`src/rtl/snn_pkg.sv`:
```
// snn_pkg: shared types, defaults and helpers for the spike window decoder
package snn_pkg;

    typedef enum logic {IDLE, COUNT} win_state_e;

    typedef enum logic [1:0] {AM_IDLE, AM_RUN, AM_LOAD} am_phase_e;

    localparam int N_CH_DEF   = 4;
    localparam int WINDOW_DEF = 16;
    localparam int CNT_W_DEF  = 4;

    function automatic int idx_w(input int n);
        return (n > 1) ? $clog2(n) : 1;
    endfunction

endpackage

```
`src/rtl/spike_edge_counter.sv`:
```
// spike_edge_counter: one channel of rising-edge detect and saturating spike count
module spike_edge_counter #(
    parameter int CNT_W = 4
) (
    input  logic             clk_i,
    input  logic             reset_i,
    input  logic             en_i,
    input  logic             clear_i,
    input  logic             spike_i,
    output logic [CNT_W-1:0] cnt_d_o,
    output logic             sat_d_o
);
    localparam logic [CNT_W-1:0] MAX = '1;

    logic             prev_q;
    logic             sat_q;
    logic [CNT_W-1:0] cnt_q;
    logic             rise;

    // Count value including this cycle's edge, so the window end can snapshot it directly
    always_comb begin
        rise    = spike_i & ~prev_q & en_i;
        cnt_d_o = (rise && cnt_q != MAX) ? cnt_q + 1'b1 : cnt_q;
        sat_d_o = sat_q | (cnt_d_o == MAX);
    end

    // Previous level tracks the line every clock; count and sat flag clear per window
    always_ff @(posedge clk_i) begin
        if (reset_i) begin
            prev_q <= 1'b0;
            cnt_q  <= '0;
            sat_q  <= 1'b0;
        end else begin
            prev_q <= spike_i;
            cnt_q  <= clear_i ? '0 : cnt_d_o;
            sat_q  <= clear_i ? 1'b0 : sat_d_o;
        end
    end

endmodule

```
`src/rtl/spike_window_decoder.sv`:
```
// spike_window_decoder: windowed per-channel spike counts with argmax readout over valid/ready
module spike_window_decoder
    import snn_pkg::*;
#(
    parameter int  N_CH   = N_CH_DEF,
    parameter int  WINDOW = WINDOW_DEF,
    parameter int  CNT_W  = CNT_W_DEF,
    localparam int IDX_W  = idx_w(N_CH)
) (
    input  logic                  clk_i,
    input  logic                  reset_i,
    input  logic                  enable_i,
    input  logic [N_CH-1:0]       spike_in_i,
    input  logic                  out_ready_i,
    output logic                  out_valid_o,
    output logic [N_CH*CNT_W-1:0] out_counts_o,
    output logic [IDX_W-1:0]      out_winner_o,
    output logic                  out_none_o,
    output logic                  out_sat_o,
    output logic                  out_overrun_o
);
    localparam int WIN_W = idx_w(WINDOW);

    win_state_e                 state_q, state_d;
    logic [WIN_W-1:0]           win_q, win_d;
    logic                       win_end, clear;
    logic [N_CH-1:0][CNT_W-1:0] cnt_next;
    logic [N_CH-1:0]            sat_next;
    logic [N_CH-1:0][CNT_W-1:0] snap_q, snap_d;
    logic                       sat_snap_q, sat_snap_d;
    am_phase_e                  am_q, am_d;
    logic [IDX_W-1:0]           am_idx_q, am_idx_d, best_idx_q, best_idx_d;
    logic [CNT_W-1:0]           best_q, best_d;
    logic [N_CH*CNT_W-1:0]      counts_q, counts_d;
    logic [IDX_W-1:0]           winner_q, winner_d;
    logic                       none_q, none_d, sat_q, sat_d;
    logic                       valid_q, valid_d, overrun_q, overrun_d, xfer;

    for (genvar i = 0; i < N_CH; i++) begin : g_ch
        spike_edge_counter #(.CNT_W(CNT_W)) u_cnt (
            .clk_i   (clk_i),
            .reset_i (reset_i),
            .en_i    (enable_i),
            .clear_i (clear),
            .spike_i (spike_in_i[i]),
            .cnt_d_o (cnt_next[i]),
            .sat_d_o (sat_next[i])
        );
    end

    // Window sequencing: IDLE->COUNT transition is sample 0; dropping enable aborts the window
    always_comb begin
        win_end = (state_q == COUNT) && enable_i && (win_q == WIN_W'(WINDOW - 1));
        clear   = ~enable_i | win_end;
        state_d = enable_i ? COUNT : IDLE;
        win_d   = clear ? '0 : win_q + 1'b1;
    end

    // Snapshot, one-channel-per-clock argmax, and output register with overrun tracking
    always_comb begin
        snap_d     = snap_q;
        sat_snap_d = sat_snap_q;
        am_d       = am_q;
        am_idx_d   = am_idx_q;
        best_d     = best_q;
        best_idx_d = best_idx_q;
        counts_d   = counts_q;
        winner_d   = winner_q;
        none_d     = none_q;
        sat_d      = sat_q;
        xfer       = valid_q & out_ready_i;
        valid_d    = valid_q & ~out_ready_i;
        overrun_d  = overrun_q & ~xfer;
        if (win_end) begin
            snap_d     = cnt_next;
            sat_snap_d = |sat_next;
            am_d       = AM_RUN;
            am_idx_d   = '0;
            best_d     = '0;
            best_idx_d = '0;
        end else if (am_q == AM_RUN) begin
            if (snap_q[am_idx_q] > best_q) begin
                best_d     = snap_q[am_idx_q];
                best_idx_d = am_idx_q;
            end
            am_idx_d = am_idx_q + 1'b1;
            am_d     = (am_idx_q == IDX_W'(N_CH - 1)) ? AM_LOAD : AM_RUN;
        end else if (am_q == AM_LOAD) begin
            am_d      = AM_IDLE;
            counts_d  = snap_q;
            winner_d  = best_idx_q;
            none_d    = (best_q == '0);
            sat_d     = sat_snap_q;
            valid_d   = 1'b1;
            overrun_d = valid_q & ~out_ready_i;
        end
    end

    // State registers; reset discards any window or argmax in flight
    always_ff @(posedge clk_i) begin
        if (reset_i) begin
            state_q    <= IDLE;
            win_q      <= '0;
            snap_q     <= '0;
            sat_snap_q <= 1'b0;
            am_q       <= AM_IDLE;
            am_idx_q   <= '0;
            best_q     <= '0;
            best_idx_q <= '0;
            counts_q   <= '0;
            winner_q   <= '0;
            none_q     <= 1'b0;
            sat_q      <= 1'b0;
            valid_q    <= 1'b0;
            overrun_q  <= 1'b0;
        end else begin
            state_q    <= state_d;
            win_q      <= win_d;
            snap_q     <= snap_d;
            sat_snap_q <= sat_snap_d;
            am_q       <= am_d;
            am_idx_q   <= am_idx_d;
            best_q     <= best_d;
            best_idx_q <= best_idx_d;
            counts_q   <= counts_d;
            winner_q   <= winner_d;
            none_q     <= none_d;
            sat_q      <= sat_d;
            valid_q    <= valid_d;
            overrun_q  <= overrun_d;
        end
    end

    assign out_valid_o   = valid_q;
    assign out_counts_o  = counts_q;
    assign out_winner_o  = winner_q;
    assign out_none_o    = none_q;
    assign out_sat_o     = sat_q;
    assign out_overrun_o = overrun_q;

endmodule
```
`config.mk`:
```
export PLATFORM = sky130hd
export DESIGN_NAME = spike_window_decoder
export DESIGN_NICKNAME = d
export VERILOG_FILES = /design/src/rtl/snn_pkg.sv /design/src/rtl/spike_edge_counter.sv /design/src/rtl/spike_window_decoder.sv
export SDC_FILE = /design/constraint.sdc
export NUM_CORES = 1
export LEC_CHECK = 0
export BUFFER_PORTS_ARGS = -buffer_cell sky130_fd_sc_hd__buf_2
export CAP_MARGIN = 10
export CORE_AREA = 2 2 114 94
export CTS_BUF_LIST = sky130_fd_sc_hd__clkbuf_8
export CTS_CLUSTER_SIZE = 20
export DETAILED_ROUTE_END_ITERATION = 16
export DIE_AREA = 0 0 116 96
export PLACE_DENSITY_LB_ADDON = 0.1
export SLEW_MARGIN = 10
export SYNTH_ARGS = -nofsm -noshare
export SYNTH_HDL_FRONTEND = slang
export SYNTH_HIERARCHICAL = 1
export SYNTH_SLANG_ARGS = --single-unit
```
`constraint.sdc`:
```
create_clock -name clk_i -period 3.03 [get_ports clk_i]
set_input_delay 0.606 -clock clk_i [delete_from_list [all_inputs] [get_ports clk_i]]
set_output_delay 0.606 -clock clk_i [all_outputs]
set_load 0.01 [all_outputs]
```
### After elaboration in Yosys (flattened, before gate mapping)

Index checks and enable logic that the tools add are counted.

* output and inout port bits: 22
* word-level logic and storage cells: 106
* register bits: 78

* eq/ne operators: 12
* mux-type cells: 17
* reduce and logical (&&, ||, !) cells: 14
* order comparisons: 2
* $add $sub $neg: 6
* bitwise logic cells: 25

Operators with widths (count)
* $add 4x1->4 const B: 5
* $eq 4x4->1 const B: 5
* $mux 4: 5
* $ne 4x4->1 const B: 4
* $and 1x1->1: 11
* $not 1->1: 9
* $bmux 4 s2: 1
* $mux 1: 8
* $logic_and 1x1->1: 6
* $mux 2: 3
* $or 1x1->1: 5
* $eq 2x2->1 const B: 2
* $gt 4x4->1: 1
* $logic_not 4->1: 1
* $reduce_or 2->1: 2
* $reduce_or 4->1: 1
* $lt 2x3->1 const B: 1
* $reduce_and 3->1: 1
* $reduce_bool 3->1: 1
* $add 2x1->2 const B: 1
* $eq 2x1->1 const B: 1
* $reduce_and 2->1: 1
* $reduce_bool 2->1: 1

### Longest topological paths before layout

Gate-level depths: netlist of the first run.

* word-level depth: 8
* mapped depth: 8
* gate-level depth less buffers: 7

### By module

Netlist of the first run, hierarchy kept.

Modules (own cells, without submodules)
* spike_window_decoder: area each 2213.4 µm², times used 1, cells an instance 233
* spike_edge_counter: area each 300.3 µm², times used 4, cells an instance 29

### Worst setup path after synthesis of the first run

No wires, ideal clock.

* kind: register to register
* start: register am_idx_q[0]
* end: register best_idx_q[0]
* setup time: 0.072 ns
* path buffers: 1
* required time: 2.958 ns
* setup slack: 0.895 ns
* stages on the path, launching flop included: 8
* clock period less this slack: 2.135 ns
* arrival: 2.063 ns
* cell sequence: dfxtp_1 buf_2 mux4_2 ha_1 nor2b_1 o211ai_1 a21oi_2 mux2i_1

* cells in the longest elaborated chain, start to end: 4

RTL lines
* from (decl): RTL line spike_window_decoder.sv:32 `logic [IDX_W-1:0] am_idx_q, am_idx_d, best_idx_q, best_idx_d;`
* from (signal assigned): RTL line spike_window_decoder.sv:122 `am_idx_q <= am_idx_d;`
* $bmux 4 s2: RTL line spike_window_decoder.sv:82 `if (snap_q[am_idx_q] > best_q) begin`
* $mux 4 (not written as such): RTL line spike_window_decoder.sv:82
* $gt 4x4->1: RTL line spike_window_decoder.sv:82
* $reduce_and 2->1 (no line)
* to (signal assigned): RTL line spike_window_decoder.sv:124 `best_idx_q <= best_idx_d;`
* to (decl): RTL line spike_window_decoder.sv:32

Several ways; a longest one is shown, not always the timed one. The select of a mux whose other input is x is not followed.
A chain may end at the register's enable or synchronous reset.

### Worst setup path after layout of the first run

* start: register am_idx_q[0]
* end: register best_q[3]

* cells in the longest elaborated chain, start to end: 4

RTL lines
* $bmux 4 s2 (*): RTL line spike_window_decoder.sv:82, spike_window_decoder.sv:83
* $mux 4 (not written as such) (*): RTL line spike_window_decoder.sv:82, spike_window_decoder.sv:83
* $gt 4x4->1: RTL line spike_window_decoder.sv:82
* $reduce_and 2->1 (no line)
* to (signal assigned): RTL line spike_window_decoder.sv:123 `best_q <= best_d;`
* to (decl): RTL line spike_window_decoder.sv:33 `logic [CNT_W-1:0] best_q, best_d;`

Mark *: on every way between the ends. The rest lies on a longest branch, timed or not. The select of a mux whose other input is x is not followed.

==> results of run 1 <==
power groups by stage:
stage                     Sequential (mW)  Combinational [mW]  Clock [mW]
after floorplan                      1.06              0.0577           0
after global placement               1.07              0.0772           0
after detailed placement             1.07              0.0773           0
after CTS                            1.04              0.0777       0.712
after global routing                 1.05              0.0871       0.745
final                                1.04              0.0762       0.681
cell families after synthesis:
logic type,count (synthesis),share of synthesized area [%]
simple gates,136,19.3
flops,78,45.7
compound gates,44,9.78
mux,44,14.5
buf+inv,24,3.48
fa+ha+maj,12,4.40
xor+xnor,11,2.82
final cells by class:
cell class / instances / area [um^2] / area share (%)
inverter: 11 / 41.3 / 1.07
multi-input combinational: 247 / 1730 / 44.9
clock buffer: 10 / 138 / 3.56
sequential: 78 / 1560 / 40.4
clock inverter: 4 / 25.0 / 0.647
timing repair buffer: 35 / 190 / 4.92
tap: 140 / 175 / 4.53
cell usage in the layout, fill, tap and decap left out, drive strengths merged, types with 2 or more instances in the layout:
master | Yosys | routed
clkbuf | 6 | 10
dfxtp | 78 | 78
a31o | 8 | 8
inv | 11 | 11
clkinvlp | 0 | 2
nand4b | 4 | 4
xor2 | 6 | 6
ha | 12 | 12
mux2 | 4 | 4
a21oi | 24 | 24
xnor2 | 5 | 5
mux4 | 4 | 4
a2111oi | 4 | 4
nor2b | 10 | 10
buf | 7 | 35
nand3b | 4 | 4
and3 | 5 | 5
and2 | 18 | 18
nor2 | 29 | 29
nor3 | 3 | 3
a22o | 4 | 4
mux2i | 36 | 36
nand2 | 54 | 54
clkinv | 0 | 2
nand2b | 5 | 5
per-layer routing:
metal | GRT usage, % | part of all wire (%) | vias to the layer above
li1 | - | - | 1265
met1 | 20.0 | 51 | 1165
met2 | 22.5 | 44 | 34
met3 | 4.47 | 3.7 | 11
met4 | 5.06 | 1.5 | 0
met5 | 0 | 0 | -
worst paths after layout:
kind,from,endpoint
max,am_idx_q[0],best_q[3]
min,win_q[0],win_q[0]
max reg2reg,am_idx_q[0],best_q[3]
min reg2reg,win_q[0],win_q[0]
sequential cells by signal (all words and copies together), names as in the netlist, 4 cells and up:
| signal | flops |
|---|---|
| g_ch.u_cnt/prev_q | 4 |
| snap_q | 16 |
| win_q | 4 |
| g_ch.u_cnt/cnt_q | 16 |
| best_q | 4 |
| out_counts_o | 16 |
| g_ch.u_cnt/sat_q | 4 |
critical path: cells and delay by family, from the launching register on:
family	cells	cell delay, ns
flops	1	0.54
simple gates	1	0.12
mux	2	0.82
compound gates	2	0.50
fa+ha+maj	1	0.31
==> flow_metrics.tcl, run 1 <==
set metrics [dict create \
    outcome "completed" \
    hold_path.class "register to register" \
    rows 33 \
    max-slew-margin-rel_pct 50.2 \
    syn_to_final_growth_pct 13.2 \
    worstSetupPathType "register to register" \
    totalPowerFinal_mw 1.80 \
    grt_overflow_total 0 \
    via_count 2475 \
    clkTransAtPathRegs_ns 0.08 \
    first_pass_iters 4 \
    grt_pass1_wl_um 12400 \
    hpwl_um 5330 \
    antenna_found_initial 0 \
    synth_most_common_cell "dfxtp_1" \
    place_inst 511 \
    port-buffer-count 29 \
    synthesis.nets 369 \
    synth_top_area_cell "dfxtp_1" \
    ys_top_cells_by_area "dfxtp_1 (46%), mux2i_1 (11%), nand2_1 (5.9%)" \
    clockBufferDepth 2 \
    dr.first_iter.drc_count 88 \
    cp_data_arrival_time_ns 2.65 \
    maxCapViolations 0 \
    grt_setup_unrepaired "false" \
    synthCells 349 \
    irDropWorstVdd_mv 0.287 \
    crit_fanout 7 \
    clock.fmax_mhz 423 \
    r2r_cells 6 \
    wl_per_cell_um 14.1 \
    dieWidth_um 116 \
    worstSkewPairLatency_ns 0.36 \
    yosys_most_used_dff "dfxtp_1" \
    grtUsageTotal_pct 14.8 \
    vias_per_cell 4.71 \
    endpoint_kind "register" \
    fin_crit_sh_pct 78.0 \
    core_area_um2 9990 \
    ios 30 \
    ctsRootBufferMaster "clkbuf_8" \
    die_area_um2 11100 \
    synth_area_um2 3410 \
    setup_viol 0 \
    p_sw_share_pct 23.7 \
    preCtsSetupSlack_ns 0.640 \
    switchingPower_mw 0.427 \
    cts_num_sinks 78 \
    drv_slew 0 \
    netlist-cell-type-count 35 \
    seq_area_frac_synth_pct 45.7 \
    tightest_slew_ns 0.747 \
    cpMaxStageDelayCell "mux4_2" \
    setup_tns_ns 0 \
    place_congestion 0.749 \
    grt_pass1_vias 2443 \
    drive_gt1_share_pct 19.0 \
    syn_area_per_cell_um2 9.78 \
    drc 0 \
    p_int_mw 1.37 \
    grt_max_degree 31 \
    synth_edf_count 0 \
    synth-seq-cells 78 \
    wl_um 7380 \
    fill_cells 1057 \
    stdcell_count 525 \
    die_h_um 96 \
    required_ns 3.32 \
    placed_area_um2 3700 \
    drtAntennaViolNets 0 \
    cellLeakagePower_nw 1.52 \
    whs_path_depth 1 \
    antenna_cells 0 \
    cts_tree "yes" \
    holdWs_ns 0.448 \
    postCtsHoldBufs 0 \
    period_needed_ns 2.36 \
    p_seq_share_pct 58.0 \
    setup_slack_ns 0.666 \
    nets 402 \
    ctsResizeCount 0 \
    cts_buffers 9 \
    p_comb_share_pct 4.2 \
    synth_warnings 6 \
    hold_viol_final 0 \
    synthArstFlopShare_pct 0 \
    htree_levels 3 \
    yosys-top-cells-count "dfxtp_1 (78), nand2_1 (54), mux2i_1 (36)" \
    cp_slowest_stage_delay_ns 0.58 \
    powerDensity_nw_per_um2 466 \
    design_area_um2 3860 \
    post_cts_buffers 0 \
    start_util_pct 34.2 \
    utilization_pct 38.7 \
    r2r_slack_ns 0.67 \
    cp_cell_sequence "mux4_2 -> ha_1 -> nor2b_1 -> o211ai_1 -> a21oi_2 -> mux2i_1" \
    critPathLaunchType "register" \
    fin_worst_skew_ns 0.0125 \
    p_clk_share_pct 37.8 \
    synth_top_area_share_pct 45.7 \
]
(Power assumes the default switching activity.)
==> run 2: changes to the inputs <==
Clock period 3.03 ns to 2.3 ns, I/O delays scaled along.
==> flow_metrics.tcl, run 2 (same netlist as run 1, synthesis figures left out) <==
set metrics [dict create \
    crit_end "best_q[1]" \
    vias_per_cell 4.70 \
    post_cts_buffers 0 \
    worstSetupStartpoint "am_idx_q[0]" \
    drc 0 \
    irDropWorstVdd_mv 0.342 \
    r2r_cells 7 \
    regToRegEndpoint "best_q[1]" \
    switchingPower_mw 0.602 \
    drtAntennaViolNets 0 \
    r2r_slack_ns 0.17 \
    layout_common_cells "dfxtp_1 (77), nand2_1 (54), mux2i_1 (36), nor2_1 (29), buf_2 (29)" \
    cp_slowest_stage_delay_ns 0.54 \
    max-slew-margin-rel_pct 75.8 \
    p_seq_share_pct 52.4 \
    clockBufferDepth 2 \
    ios 30 \
    cts_num_sinks 78 \
    critPathLaunchType "register" \
    maxCapViolations 0 \
    period_needed_ns 2.13 \
    start_util_pct 34.2 \
    ctsRootBufferMaster "clkbuf_8" \
    dieWidth_um 116 \
    antenna_cells 0 \
    reg2reg_from "am_idx_q[0]" \
    core_area_um2 9990 \
    preCtsSetupSlack_ns 0.0595 \
    tightest_slew_ns 0.353 \
    drv_slew 0 \
    htree_levels 3 \
    cp_cell_sequence "mux4_2 -> ha_1 -> nor2b_1 -> o211ai_1 -> a21oi_2 -> buf_4 -> mux2i_1" \
    fin_crit_sh_pct 92.6 \
    postCtsHoldBufs 0 \
    setup_slack_ns 0.171 \
    hold_viol_final 0 \
    first_pass_iters 4 \
    p_comb_share_pct 3.9 \
    worstSkewPairLatency_ns 0.36 \
    cpMaxStageDelayCell "mux4_2" \
    hpwl_um 5520 \
    hold_path.class "primary input to register" \
    p_clk_share_pct 43.6 \
    fin_worst_skew_ns 0.0113 \
    cellLeakagePower_nw 1.57 \
    place_congestion 0.805 \
    setup_tns_ns 0 \
    cts_buffers 9 \
    p_int_mw 2.02 \
    cp.depth 7 \
    rows 33 \
    nets 407 \
    die_area_um2 11100 \
    wl_um 7400 \
    crit_family "multiplexers" \
    port-buffer-count 29 \
    grt_setup_unrepaired "false" \
    crit_fanout 7 \
    p_sw_share_pct 22.9 \
    grt_max_degree 29 \
    clock.fmax_mhz 470 \
    ctsResizeCount 0 \
    grtUsageTotal_pct 14.6 \
    required_ns 2.58 \
    powerDensity_nw_per_um2 663 \
    die_h_um 96 \
    grt_overflow_total 0 \
    outcome "completed" \
    worstSetupPathType "register to register" \
    grt_pass1_wl_um 12200 \
    clkTransAtPathRegs_ns 0.08 \
    drive_gt1_share_pct 20.7 \
    cp_data_arrival_time_ns 2.41 \
    antenna_found_initial 0 \
    via_count 2501 \
    dr.first_iter.drc_count 83 \
    path_buf_inv 1 \
    endpoint_kind "register" \
    wl_per_cell_um 13.9 \
    final_common_cell "dfxtp_1" \
    setup_viol 0 \
    cts_tree "yes" \
    syn_to_final_growth_pct 16.0 \
    grt_pass1_vias 2449 \
]
==> run 2: cell count changes in the layout (fill, tap and decap cells not counted), sizes merged <==
cell	change
buf	+5
clkbuf	-1
inv	+2
clkinvlp	-1
bufinv	+2
==> run 2: final cells by class <==
class	instances	area, um^2
Timing Repair Buffer	40	228
Clock inverter	7	95.1
Tap cell	140	175
Inverter	11	41.3
Sequential cell	78	1560
Fill cell	1044	6030
Multi-Input combinational cell	247	1730
Clock buffer	9	124
==> run 2: worst register-to-register path, delay by kind of cell (launching register included) <==
family / cells / cell delay [ns]
adders and majority gates: 1 / 0.30
muxes: 2 / 0.76
DFF: 1 / 0.44
and+or+nand+nor: 1 / 0.14
AOI/OAI and AO/OA: 2 / 0.24
buffers and inverters: 1 / 0.17
==> run 2: power by group through the flow <==
stage / logic [mW] / clock network (mW) / registers, mW
floorplan: 0.0760 / 0 / 1.40
CTS: 0.105 / 1.19 / 1.38
global placement: 0.104 / 0 / 1.41
detailed placement: 0.104 / 0 / 1.41
global route: 0.116 / 1.24 / 1.38
finish: 0.103 / 1.15 / 1.38
==> run 2: how the worst min path moves through the flow <==
stage,from,endpoint,slack [ns],cells past startpoint
after floorplan,win_q[0],win_q[0],0.42,1
after global placement,win_q[0],win_q[0],0.43,1
after detailed placement,win_q[0],win_q[0],0.44,1
after CTS,out_ready_i,out_overrun_o,0.28,2
after global routing,out_ready_i,out_overrun_o,0.29,2
final,out_ready_i,out_overrun_o,0.30,2
==> run 2: layer usage <==
layer	routed length, um	track usage, %
met1	3730	19.3
met2	3340	22.8
met3	231	4.16
met4	96	5.36
met5	0	0
==> run 2: metrics by stage <==
stage | cells | cell area, um^2 | util, % | hold slack (ns) | total power [mW]
floorplan | 349 | 3410 | - | 0.418 | 1.48
global placement | 516 | 3740 | 37.4 | 0.435 | 1.51
detailed placement | 516 | 3740 | 37.4 | 0.440 | 1.51
CTS | 532 | 3960 | 39.6 | 0.279 | 2.67
global route | 532 | 3960 | 39.6 | 0.293 | 2.74
finish | 532 | 3960 | 39.6 | 0.302 | 2.62
